### src/rtl/div_if.sv
// div_if: request/result bundle between the execute stage and the sequential divider.
interface div_if #(parameter int WIDTH = 32);
  logic               signed_div;
  logic [WIDTH-1:0]   opdata1;
  logic [WIDTH-1:0]   opdata2;
  logic               start;
  logic               annul;
  logic [2*WIDTH-1:0] result;
  logic               ready;
  modport master (output signed_div, opdata1, opdata2, start, annul, input result, ready);
  modport slave  (input signed_div, opdata1, opdata2, start, annul, output result, ready);
endinterface

### src/rtl/div_seq.sv
// div_seq: radix-2 restoring divider for DIV/DIVU, one quotient bit per cycle.
// result = {remainder, quotient}; divide-by-zero short-circuits to a zero result.
module div_seq #(
  parameter int WIDTH = 32,
  parameter int CNT_W = 6
) (
  input logic  clk,
  input logic  rst_n,
  div_if.slave bus
);
  typedef enum logic [1:0] {IDLE, BYZERO, ON, END} state_t;
  state_t             state, state_n;
  logic [CNT_W-1:0]   cnt;
  logic [WIDTH:0]     rem;
  logic [WIDTH-1:0]   dvd, divisor, q_fix, r_fix;
  logic [WIDTH:0]     shifted, trial;
  logic               s1, s2, sg, ready;
  logic [2*WIDTH-1:0] result;
  logic               last;
  assign bus.result = result;
  assign bus.ready  = ready;
  assign last = cnt == CNT_W'(WIDTH);
  always_comb begin
    state_n = state;
    unique case (state)
      IDLE:    state_n = bus.start && !bus.annul ? (bus.opdata2 == '0 ? BYZERO : ON) : IDLE;
      BYZERO:  state_n = END;
      ON:      state_n = bus.annul ? IDLE : (last ? END : ON);
      END:     state_n = bus.start ? END : IDLE;
      default: state_n = IDLE;
    endcase
  end
  // dvd doubles as the quotient: dividend bits shift out the top as quotient bits enter the bottom
  always_comb begin
    shifted = {rem[WIDTH-1:0], dvd[WIDTH-1]};
    trial   = shifted - {1'b0, divisor};
    q_fix   = sg && (s1 ^ s2) ? -dvd : dvd;
    r_fix   = sg && s1 ? -rem[WIDTH-1:0] : rem[WIDTH-1:0];
  end
  always_ff @(posedge clk or negedge rst_n) begin
    if (!rst_n) begin
      state   <= IDLE;
      cnt     <= '0;
      rem     <= '0;
      dvd     <= '0;
      divisor <= '0;
      s1      <= 1'b0;
      s2      <= 1'b0;
      sg      <= 1'b0;
      ready   <= 1'b0;
      result  <= '0;
    end else begin
      state <= state_n;
      ready <= state_n == END;
      if (state == IDLE && state_n == ON) begin
        cnt     <= '0;
        rem     <= '0;
        s1      <= bus.opdata1[WIDTH-1];
        s2      <= bus.opdata2[WIDTH-1];
        sg      <= bus.signed_div;
        dvd     <= bus.signed_div && bus.opdata1[WIDTH-1] ? -bus.opdata1 : bus.opdata1;
        divisor <= bus.signed_div && bus.opdata2[WIDTH-1] ? -bus.opdata2 : bus.opdata2;
      end else if (state == ON && !last) begin
        rem <= trial[WIDTH] ? shifted : trial;
        dvd <= {dvd[WIDTH-2:0], ~trial[WIDTH]};
        cnt <= cnt + 1'b1;
      end
      result <= state_n == IDLE ? '0 : (state == ON && state_n == END) ? {r_fix, q_fix} : result;
    end
  end
endmodule

### src/flat_wrapper.sv
// flat-port wrapper written by rule: the top's interface ports become plain ports
module div_seq_flat 
#(
  parameter int WIDTH = 32,
  parameter int CNT_W = 6
)
  (clk, rst_n, bus_signed_div, bus_opdata1, bus_opdata2, bus_start, bus_annul, bus_result, bus_ready);
  div_if #(.WIDTH(WIDTH)) bus_i ();
  input logic clk;
  input logic rst_n;
  input wire logic [$bits(bus_i.signed_div)-1:0] bus_signed_div;
  input wire logic [$bits(bus_i.opdata1)-1:0] bus_opdata1;
  input wire logic [$bits(bus_i.opdata2)-1:0] bus_opdata2;
  input wire logic [$bits(bus_i.start)-1:0] bus_start;
  input wire logic [$bits(bus_i.annul)-1:0] bus_annul;
  output wire logic [$bits(bus_i.result)-1:0] bus_result;
  output wire logic [$bits(bus_i.ready)-1:0] bus_ready;
  assign bus_i.signed_div = bus_signed_div;
  assign bus_i.opdata1 = bus_opdata1;
  assign bus_i.opdata2 = bus_opdata2;
  assign bus_i.start = bus_start;
  assign bus_i.annul = bus_annul;
  assign bus_result = bus_i.result;
  assign bus_ready = bus_i.ready;
  div_seq #(.WIDTH(WIDTH), .CNT_W(CNT_W)) u_core (.clk(clk), .rst_n(rst_n), .bus(bus_i));
endmodule
### config.mk
export PLATFORM = sky130hd
export DESIGN_NAME = div_seq_flat
export DESIGN_NICKNAME = d
export VERILOG_FILES = /design/src/rtl/div_if.sv /design/src/rtl/div_seq.sv /design/src/flat_wrapper.sv
export SDC_FILE = /design/constraint.sdc
export NUM_CORES = 1
export LEC_CHECK = 0
export ABC_AREA = 1
export BUFFER_PORTS_ARGS = -buffer_cell sky130_fd_sc_hd__buf_2
export CAP_MARGIN = 20
export CORE_ASPECT_RATIO = 0.75
export CORE_MARGIN = 4
export CORE_UTILIZATION = 65
export CTS_BUF_LIST = sky130_fd_sc_hd__clkbuf_16
export CTS_CLUSTER_DIAMETER = 100
export DETAILED_ROUTE_END_ITERATION = 7
export PLACE_DENSITY = 0.88
export SLEW_MARGIN = 20
export SYNTH_ARGS = -nofsm -noshare
export SYNTH_HDL_FRONTEND = slang
export SYNTH_SLANG_ARGS = --single-unit
### constraint.sdc
create_clock -name clk -period 4.9 [get_ports clk]
set_input_delay 0.98 -clock clk [delete_from_list [all_inputs] [get_ports clk]]
set_output_delay 0.98 -clock clk [all_outputs]
set_load 0.01 [all_outputs]
==> results_dict.tcl <==
set metrics [dict create \
    arrival_ns 3.90 \
    grt_pass1_wl_mm 65.8 \
    layout.nets 2319 \
    finalNonFillerCells 2482 \
    maxCapViolations 0 \
    grt_pass1_vias 12629 \
    hpwl_mm 31.4 \
    clock_path_buffers 2 \
    timing.rr.start "u_core.rem[4]" \
    rrSetupSlack_ns 1.32 \
    finalHoldViolations 0 \
    numPortBuffers 133 \
    period_minus_slack_ns 3.58 \
    syn_avg_cell_area_um2 6.33 \
    place_ws_ns 1.29 \
    fin_crit_sh_pct 73.0 \
    r2r-end "u_core.rem[21]" \
    cpPeakStageDelay_ns 0.94 \
    core_um2 20300 \
    async_flop_share_pct 100 \
    synth_seq_cells 172 \
    cts_setup_buffers 0 \
    path_cells "ha_1, nand2_1, nand2_1, a21oi_1, nand2_1, nand2_1, nand2_2, nand2_2, nand3_2, nand2_1, nand2_1, nand3_1, nand2_1" \
    tritoncts "done" \
    grt_max_degree 102 \
    clk_latency_ns 0.44 \
    via_per_inst 5.76 \
    slew_violations 0 \
    rsz0062_at_grt "false" \
    synth.largest_area_cell "dfrtp_1" \
    vias 14288 \
    drtIter0Drc 1989 \
    ys_warn_count 0 \
    critPathRequiredTime_ns 5.22 \
    reg2reg_depth 13 \
    cts_buffers 17 \
    ys.flop_type "dfrtp_1" \
    grt_usage_pct 35.2 \
    dp.cells 2450 \
    syn2layout_area_growth_pct 9.71 \
    synth_cells 2120 \
    cellPowerDensity_nw_per_um2 705 \
    grt-ovfl-total 0 \
    finClkSkew_ns 0.0162 \
    synth.top_cell.area_share_pct 32.1 \
    whs_ns 0.489 \
    final_util_pct 72.6 \
    die_w_um 174 \
    ant_nets 0 \
    ys_seq_area_share_pct 32.1 \
    min_path_type "reg2reg" \
    p_leak_uw 0.00832 \
    yosysUniqueCellTypes 43 \
    register_area_um2 4300 \
    cts_hold_buf 0 \
    h-tree-depth 4 \
    first_pass_iters 6 \
    io_pins 134 \
    finalWirelength_mm 41.0 \
    crit_slowest_cell "nand2_1" \
    cts_resized 0 \
    worst_pin_slew_ns 0.939 \
    path_max_fanout 30 \
    path_common_cell "nand2_1" \
    drive_gt1_share_pct 9.40 \
    num_rows 45 \
    die-area_um2 23000 \
    crit_end "u_core.rem[21]" \
    place.gp.congestion 1.02 \
    clock-sinks 172 \
    cp-end-kind "register" \
    antenna_found_initial 0 \
    synth_edf_count 0 \
    synth_area_leaders "dfrtp_1 (32%), nand2_1 (19%), nand3_1 (9.9%), inv_1 (8.5%), nor2_1 (5.6%)" \
    finalSetupTns_ns 0 \
    start_util_pct 66.2 \
    synthesis.nets 2228 \
    clock-root-buffer "clkbuf_16" \
    clk_pin_slew_worst_paths_ns 0.07 \
    setup.worst_path.start_class "register" \
    setup_viol 0 \
    maxSlewHeadroom_pct 37.3 \
    synth_top_cells_by_count "nand2_1 (685), inv_1 (303), nand3_1 (266)" \
    wl_per_cell_um 16.5 \
    syn_area_um2 13400 \
    dieHeight_um 132 \
    ir_drop_v 0.000656 \
    multi_input_area_um2 7620 \
    crit_start "u_core.rem[4]" \
    fillCellCount 1724 \
    synth.most_common_cell "nand2_1" \
    critPathKind "reg2reg" \
    drc 0 \
    fin_ws_ns 1.32 \
    status "finished clean" \
    fmax_ghz 0.280 \
    diodes 0 \
]
## state kept, by name, summed over array words and instances, names as in the netlist, 2 cells and up
register / cells
u_core.divisor: 32
u_core.rem: 32
u_core.dvd: 32
u_core.cnt: 6
u_core.state: 2
u_core.bus.result: 64
## report_power, final
part,switching (uW),internal (uW),total (uW)
Clock,647,722,1370
Sequential,586,1840,2430
Combinational,4510,2070,6580
## worst min path at each step
| stage | from | cells after the start | end | slack, ns |
|---|---|---|---|---|
| after CTS | u_core.divisor[11] | 2 | u_core.divisor[11] | 0.50 |
| after floorplan | u_core.divisor[10] | 2 | u_core.divisor[10] | 0.45 |
| after global placement | u_core.divisor[15] | 2 | u_core.divisor[15] | 0.46 |
| after detailed placement | u_core.divisor[3] | 2 | u_core.divisor[3] | 0.48 |
| after global routing | u_core.divisor[3] | 2 | u_core.divisor[3] | 0.52 |
| final | u_core.divisor[8] | 2 | u_core.divisor[8] | 0.49 |
## per-stage QoR
step / total power, uW / instance area, um2
4_1_cts: 10100 / 14700
6_report: 10400 / 14700
3_3_place_gp: 8550 / 14100
5_1_grt: 11300 / 14700
3_5_place_dp: 8690 / 14100
2_1_floorplan: 7140 / 13400
## cell usage in the layout, fill, tap and decap left out, types with 3 or more instances in the layout
master | netlist | routed
a21o_1 | 3 | 3
a21oi_1 | 48 | 48
a22oi_1 | 6 | 6
a31oi_1 | 5 | 5
and2_1 | 4 | 4
buf_2 | 16 | 132
buf_4 | 9 | 5
clkbuf_16 | 0 | 17
dfrtp_1 | 172 | 172
ha_1 | 38 | 38
inv_1 | 303 | 302
inv_2 | 6 | 7
inv_8 | 0 | 5
nand2_1 | 685 | 685
nand2_2 | 8 | 8
nand3_1 | 266 | 266
nand3b_1 | 7 | 7
nand4_1 | 27 | 27
nor2_1 | 201 | 199
nor2_2 | 2 | 3
nor2_4 | 2 | 3
nor3_1 | 24 | 24
o211ai_1 | 35 | 35
o21ai_0 | 99 | 99
o21ai_1 | 6 | 6
o21bai_1 | 6 | 6
or2_1 | 3 | 3
or2_2 | 10 | 10
xnor2_1 | 23 | 23
xor2_1 | 49 | 49
## metal layers
metal  wire [um]  share of wire [%]  global-route usage, %
met1       18400                 45                   55.5
met2       15600                 38                   46.2
met3        6410                 16                   12.3
met4         558                1.4                   6.99
met5           0                  0                      0
## cell type report
| cell class | count | share of cell area, % |
|---|---|---|
| flip-flops and latches | 172 | 29.2 |
| clock inverters | 15 | 1.07 |
| repair buffers | 139 | 4.96 |
| multi-input cells | 1572 | 51.8 |
| inverters | 309 | 7.88 |
| clock buffers | 17 | 2.89 |
| well taps | 258 | 2.19 |
## logic make-up after synthesis
family	synth area share, %
simple gates	39.3
fa+ha+maj	3.69
compound gates	8.98
xor+xnor	4.70
flops	32.1
buf+inv	11.2
## critical path, delay by kind of cell (launching register included)
kind | cells | cell delay [ns]
simple gates | 11 | 2.35
flops | 1 | 0.50
compound gates | 1 | 0.21
fa+ha+maj | 1 | 0.39
Note: power is estimated with default switching activity, not from simulation.
